$ cat src/rtl/ddr4_cmd_pkg.sv
// Shared types for the DDR4 refresh responder: decoded commands, bank states, violation codes
// and the command-bus decode.
package ddr4_cmd_pkg;

  typedef enum logic [3:0] {
    DES, NOP, ACT, PRE, RD, WR, REF, MRS, ZQ, RSV
  } ddr4_cmd_t;

  typedef enum logic [1:0] {
    StIdle, StActive, StRefreshing
  } bank_state_t;

  typedef enum logic [2:0] {
    V_NONE, V_REF_OPEN, V_REF_BUSY, V_NOT_OPEN, V_ACT_OPEN, V_RSV
  } ddr4_viol_t;

  // rcw = {RAS_n, CAS_n, WE_n} = A[16:14]; only meaningful when act_n = 1
  function automatic ddr4_cmd_t decode_cmd(input logic cs_n, input logic act_n,
                                           input logic [2:0] rcw);
    ddr4_cmd_t c;
    if (cs_n) begin
      c = DES;
    end else if (!act_n) begin
      c = ACT;
    end else begin
      case (rcw)
        3'b000:  c = MRS;
        3'b001:  c = REF;
        3'b010:  c = PRE;
        3'b011:  c = RSV;
        3'b100:  c = WR;
        3'b101:  c = RD;
        3'b110:  c = ZQ;
        default: c = NOP;
      endcase
    end
    return c;
  endfunction

endpackage

$ cat src/rtl/ddr4_bank_ref_fsm.sv
// One bank's IDLE/ACTIVE/REFRESHING state machine with its refresh down-counter.
// Reports why a command aimed at this bank would be illegal; state changes only when go_i.
module ddr4_bank_ref_fsm
  import ddr4_cmd_pkg::*;
#(
  parameter int unsigned TRFC = 8
) (
  input  logic       clk_i,
  input  logic       rst_ni,
  input  ddr4_cmd_t  cmd_i,
  input  logic       hit_i,
  input  logic       all_i,
  input  logic       go_i,
  output logic       busy_o,
  output logic       done_o,
  output logic       act_o,
  output ddr4_viol_t illegal_o
);

  localparam int unsigned CntW = $clog2(TRFC);
  localparam logic [CntW-1:0] CntInit = CntW'(TRFC - 1);

  bank_state_t     state_q, state_d;
  logic [CntW-1:0] cnt_q, cnt_d;
  logic            done_q, done_d;
  logic            sel, refreshing, expiring;

  assign sel        = hit_i | all_i;
  assign refreshing = (state_q == StRefreshing);
  // A refresh on its final edge may be restarted by a new REF on that same edge
  assign expiring   = refreshing && (cnt_q == '0);

  always_comb begin
    illegal_o = V_NONE;
    if (sel) begin
      case (cmd_i)
        REF: begin
          if (state_q == StActive)       illegal_o = V_REF_OPEN;
          else if (refreshing && !expiring) illegal_o = V_REF_BUSY;
        end
        PRE: begin
          if (refreshing) illegal_o = V_REF_BUSY;
        end
        ACT: begin
          if (refreshing)                illegal_o = V_REF_BUSY;
          else if (state_q == StActive)  illegal_o = V_ACT_OPEN;
        end
        RD, WR: begin
          if (refreshing)                illegal_o = V_REF_BUSY;
          else if (state_q == StIdle)    illegal_o = V_NOT_OPEN;
        end
        default: ;
      endcase
    end
  end

  always_comb begin
    state_d = state_q;
    cnt_d   = cnt_q;
    done_d  = expiring;
    if (refreshing) begin
      if (expiring) state_d = StIdle;
      else          cnt_d   = cnt_q - 1'b1;
    end
    if (go_i && sel) begin
      case (cmd_i)
        REF: begin
          state_d = StRefreshing;
          cnt_d   = CntInit;
        end
        ACT: state_d = StActive;
        PRE: if (state_q == StActive) state_d = StIdle;
        default: ;
      endcase
    end
  end

  always_ff @(posedge clk_i or negedge rst_ni) begin
    if (!rst_ni) begin
      state_q <= StIdle;
      cnt_q   <= '0;
      done_q  <= 1'b0;
    end else begin
      state_q <= state_d;
      cnt_q   <= cnt_d;
      done_q  <= done_d;
    end
  end

  assign busy_o = refreshing;
  assign act_o  = (state_q == StActive);
  assign done_o = done_q;

endmodule

$ cat src/rtl/ddr4_ref_responder.sv
// DIMM-side DDR4 command responder: decodes the command bus, tracks per-bank refresh state,
// flags illegal commands and counts accepted refreshes.
module ddr4_ref_responder
  import ddr4_cmd_pkg::*;
#(
  parameter int unsigned BGWIDTH   = 2,
  parameter int unsigned BAWIDTH   = 2,
  parameter int unsigned ADDRWIDTH = 17,
  parameter int unsigned TRFC      = 8,
  parameter int unsigned CNTWIDTH  = 16,
  localparam int unsigned NBANKS   = 2 ** (BGWIDTH + BAWIDTH)
) (
  input  logic                 ck_t,
  input  logic                 reset_n,
  input  logic                 cke,
  input  logic                 cs_n,
  input  logic                 act_n,
  input  logic [ADDRWIDTH-1:0] A,
  input  logic [BGWIDTH-1:0]   bg,
  input  logic [BAWIDTH-1:0]   ba,
  output logic [3:0]           cmd_o,
  output logic [NBANKS-1:0]    ref_busy,
  output logic [NBANKS-1:0]    ref_done,
  output logic [NBANKS-1:0]    bank_act,
  output logic                 viol,
  output logic [2:0]           viol_code,
  output logic [CNTWIDTH-1:0]  ref_cnt
);

  localparam int unsigned IdxW = BGWIDTH + BAWIDTH;

  ddr4_cmd_t             cmd_c, cmd_q;
  ddr4_viol_t            code_c, viol_code_q;
  logic                  viol_q, go, all_c;
  logic [IdxW-1:0]       idx;
  logic [CNTWIDTH-1:0]   ref_cnt_q;
  logic [NBANKS-1:0]     m_ref_open, m_ref_busy, m_not_open, m_act_open;
  ddr4_viol_t            bank_illegal [NBANKS];
  logic                  unused_addr;

  assign unused_addr = ^{A[13:11], A[9:0]};

  assign cmd_c = cke ? decode_cmd(cs_n, act_n, A[16:14]) : DES;
  assign idx   = {bg, ba};
  assign all_c = A[10] && ((cmd_c == REF) || (cmd_c == PRE));

  for (genvar k = 0; k < NBANKS; k++) begin : g_bank
    ddr4_bank_ref_fsm #(
      .TRFC (TRFC)
    ) u_bank (
      .clk_i     (ck_t),
      .rst_ni    (reset_n),
      .cmd_i     (cmd_c),
      .hit_i     (idx == IdxW'(k)),
      .all_i     (all_c),
      .go_i      (go),
      .busy_o    (ref_busy[k]),
      .done_o    (ref_done[k]),
      .act_o     (bank_act[k]),
      .illegal_o (bank_illegal[k])
    );
    assign m_ref_open[k] = (bank_illegal[k] == V_REF_OPEN);
    assign m_ref_busy[k] = (bank_illegal[k] == V_REF_BUSY);
    assign m_not_open[k] = (bank_illegal[k] == V_NOT_OPEN);
    assign m_act_open[k] = (bank_illegal[k] == V_ACT_OPEN);
  end

  // An open bank outranks a busy one for all-bank REF
  always_comb begin
    code_c = V_NONE;
    if (cmd_c == RSV)       code_c = V_RSV;
    else if (|m_ref_open)   code_c = V_REF_OPEN;
    else if (|m_ref_busy)   code_c = V_REF_BUSY;
    else if (|m_not_open)   code_c = V_NOT_OPEN;
    else if (|m_act_open)   code_c = V_ACT_OPEN;
  end

  assign go = (code_c == V_NONE);

  always_ff @(posedge ck_t or negedge reset_n) begin
    if (!reset_n) begin
      cmd_q       <= DES;
      viol_q      <= 1'b0;
      viol_code_q <= V_NONE;
      ref_cnt_q   <= '0;
    end else begin
      cmd_q  <= cmd_c;
      viol_q <= !go;
      if (!go) viol_code_q <= code_c;
      if (go && (cmd_c == REF) && (ref_cnt_q != '1)) ref_cnt_q <= ref_cnt_q + 1'b1;
    end
  end

  assign cmd_o     = cmd_q;
  assign viol      = viol_q;
  assign viol_code = viol_code_q;
  assign ref_cnt   = ref_cnt_q;

endmodule

$ cat config.mk
export PLATFORM = sky130hd
export DESIGN_NAME = ddr4_ref_responder
export DESIGN_NICKNAME = d
export VERILOG_FILES = /design/src/rtl/ddr4_cmd_pkg.sv /design/src/rtl/ddr4_bank_ref_fsm.sv /design/src/rtl/ddr4_ref_responder.sv
export SDC_FILE = /design/constraint.sdc
export NUM_CORES = 1
export LEC_CHECK = 0
export ABC_AREA = 1
export CORE_MARGIN = 2
export CORE_UTILIZATION = 47
export CTS_CLUSTER_SIZE = 24
export DETAILED_ROUTE_END_ITERATION = 7
export DONT_BUFFER_PORTS = 1
export PLACE_DENSITY_LB_ADDON = 0.12
export SYNTH_ARGS = -nofsm -noshare
export SYNTH_HDL_FRONTEND = slang
export SYNTH_SLANG_ARGS = --single-unit
export TNS_END_PERCENT = 30
$ cat constraint.sdc
create_clock -name ck_t -period 7.92 [get_ports ck_t]
set_clock_uncertainty 0.15 [all_clocks]
set_input_delay 1.584 -clock ck_t [delete_from_list [all_inputs] [get_ports ck_t]]
set_output_delay 1.584 -clock ck_t [all_outputs]
set_load 0.01 [all_outputs]
==> results.toml <==
[clock_tree]
cts_tree = "done"
ctsResizeCount = 0
cts_buffer_depth = 2
cts_max_level = 4
ctsHoldBuffers = 0
cts_buffers = 17
cts.clk_slew.worst_paths_ns = 0.06
cts_root_buffer = "clkbuf_16"
clkLatencyLatePin_ns = 0.43
cts_setup_buffers = 0
cts_sinks = 120

[drt]
via_per_inst = 5.20
postRouteAntennaNets = 0
wl_um = 20700
first_pass_iters = 5
routed-via-count = 7316
dr.first_iter.drc_count = 483
routedWlPerCell_um = 14.7
drc = 0

[yosys]
synth_top_cell_by_area = "dfrtp_1"
mappedNetlistNets = 1277
yosysMostFrequentCell = "nand2_1"
yosysSeqAreaShare = 0.351
syn_avg_cell_area_um2 = 7.02
synth_cell_types = 33
synth-seq-cells = 120
syn_area_um2 = 8550
synthTopCellsByCount = "345 x nand2_1, 175 x inv_1, 122 x nand3_1"
syn_inst = 1218
synthArstFlopShare = 1.00
synth_top_area_frac = 0.351
synth_warnings = 0
synth.area.top_cells = "dfrtp_1 35%, nand2_1 15%, inv_1 7.7%"
synth_ff_type = "dfrtp_1"
synth_edf_count = 0

[power]
total_power_w = 0.00197
vdd_drop_max_mv = 0.234
powerDensity_nw_per_um2 = 219
pwr-share-seq = 0.385
p_clk_frac = 0.432
power.internal_w = 0.00139
pwr-share-comb = 0.183
p_leak_nw = 4.80
p_sw_w = 0.000587
switching_share = 0.297

[global_routing]
overflow = 0
grt_pass1_wl_um = 34200
track_usage = 0.219
grt_pass1_vias = 6735
grt_max_degree = 121
antenna_found_initial = 0

[floorplan]
core_region_area_um2 = 17900
boundaryPins = 98
dieArea_um2 = 19300
fp-row-count = 49
die_y_um = 139
start_util = 0.477
die_w_um = 139

[placement]
dp_hpwl_um = 14400
gp_congestion = 0.880
io_buffers = 0
dp.cells = 1377

[finish]
utilization = 0.503
fillers = 1725
areaGrowthSynthToFinish_pct = 5.31
final_cells = 1408
nNetsFinal = 1226
insertedDiodeCount = 0
drive_gt1_frac = 0.0619

[worst_setup_path]
worstSetupPathType = "primary input to flop"
arrival_ns = 5.10
cp_cell_sequence = "nand2_1 -> nand2_2 -> nand2_2 -> nand2_2 -> nor2_2 -> buf_4 -> nand2_1 -> o21ai_0 -> nand3b_1 -> nand2_1 -> nor2_1 -> nand2_1 -> nor2_1 -> nand2_1 -> nor2_4 -> nand3_1 -> o21ai_0"
end_kind = "flop"
slowest_stage = "nor2_2"
worst_path_most_repeated_cell = "nand2_1"
path_buf_inv = 1
worstSetupStartpointType = "primary input"
cp_max_fo = 18
slowest_delay_ns = 0.62
critPathTopFamily = "simple AND/OR/NAND/NOR gates"
worstPathRequired_ns = 8.10

[timing]
setup_tns_ns = 0
worst_pin_slew_ns = 1.19
relSlewSlack = 0.206
fin_crit_sh = 0.621
slew_violations = 0
timing.hold.ws_ns = 0.337
finalSetupViolCount = 0
rsz0062_at_grt = "false"
fmax_ghz = 0.203
hold_violations = 0
min_period_ns = 4.92

[status]
status = "finished clean"

[run]
cap_violations = 0

[hold_path]
min_path_type = "flop to flop"
metal layers:
metal / track usage / vias up / part of all wire
li1: - / 3745 / -
met1: 0.298 / 3388 / 0.48
met2: 0.348 / 164 / 0.46
met3: 0.0552 / 19 / 0.055
met4: 0.0633 / 0 / 0.013
met5: 0 / - / 0
final cells by class:
type                    instances  area (um2)  share of cell area
clock inverters                 7         138              0.0153
well taps                     229         287              0.0318
inverters                     177         664              0.0738
clock buffers                  24         512              0.0569
flip-flops and latches        120        3000               0.334
multi-input cells             848        4380               0.486
repair buffers                  3        22.5             0.00250
cell usage in the layout (no fill, tap or decap), types with 6 or more instances in the layout:
master     synthesis  routed
clkbuf_16          0      17
nand3b_1          25      25
clkbuf_8           0       6
nor3_1            28      28
xor2_1            26      26
nor2_1            86      84
nand3_1          122     122
nand2_1          345     345
o21ai_0           73      73
a21oi_1           23      23
dfrtp_1          120     120
a211oi_1          16      16
o21ai_1           23      23
inv_1            175     175
nand3_2           10      10
ha_1              33      33
a31o_2            10      10
state kept, by name (all words and copies together), names as in the netlist:
signal,flops
ref_cnt,16
viol,1
g_bank.u_bank.state_q,32
g_bank.u_bank.cnt_q,48
g_bank.u_bank.done_o,16
viol_code,3
cmd_o,4
cells by family (layout without fill, tap and decap cells):
group | Yosys count | after routing | share of synthesized area
buffers and inverters | 250 | 211 | 0.138
adder cells (fa/ha/maj) | 33 | 33 | 0.0483
XOR/XNOR | 30 | 30 | 0.0307
AO/OA/AOI/OAI | 149 | 149 | 0.0976
AND/OR/NAND/NOR | 636 | 636 | 0.334
flip-flops | 120 | 120 | 0.351
through the flow:
stage	worst slack (ns)	cell area, um2
6_report	3.00	9000
4_1_cts	3.09	9000
5_1_grt	2.74	9000
2_1_floorplan	4.13	8550
3_3_place_gp	2.66	8350
3_5_place_dp	2.63	8350
final timing paths:
path | cells past startpoint | slack [ns] | start | to
max in group asynchronous | 0 | 6.56 | reset_n | g_bank[10].u_bank.state_q[1]$_DFF_PN0_
max reg2reg | 15 | 4.21 | g_bank[1].u_bank.state_q[1]$_DFF_PN0_ | g_bank[1].u_bank.state_q[0]$_DFF_PN0_
min in group asynchronous | 0 | 0.71 | reset_n | g_bank[14].u_bank.cnt_q[0]$_DFF_PN0_
min reg2reg | 1 | 0.34 | g_bank[1].u_bank.cnt_q[2]$_DFF_PN0_ | g_bank[1].u_bank.done_o$_DFF_PN0_
min | 1 | 0.34 | g_bank[1].u_bank.cnt_q[2]$_DFF_PN0_ | g_bank[1].u_bank.done_o$_DFF_PN0_
max | 17 | 3.00 | A[15] | g_bank[1].u_bank.state_q[0]$_DFF_PN0_
power by group through the flow:
stage	combinational, W	sequential, W	clock (W)
after floorplan	0.000328	0.000756	0
after global placement	0.000354	0.000767	0
after detailed placement	0.000362	0.000768	0
after CTS	0.000363	0.000759	0.000873
after global routing	0.000420	0.000772	0.000895
final	0.000361	0.000760	0.000853
worst register-to-register path, stage by stage, from the launching register on:
cell and delay (ns):
dfrtp_1 0.38, inv_1 0.08, nor2_1 0.43, o21ai_0 0.27, inv_1 0.16, nand2_1 0.07
nand3_1 0.19, nand3b_1 0.13, nand2_1 0.07, nor2_1 0.13, nand2_1 0.10, nor2_1 0.09
nand2_1 0.10, nor2_4 0.60, nand3_1 0.40, o21ai_0 0.27
Note: power is estimated with default switching activity, not from simulation.
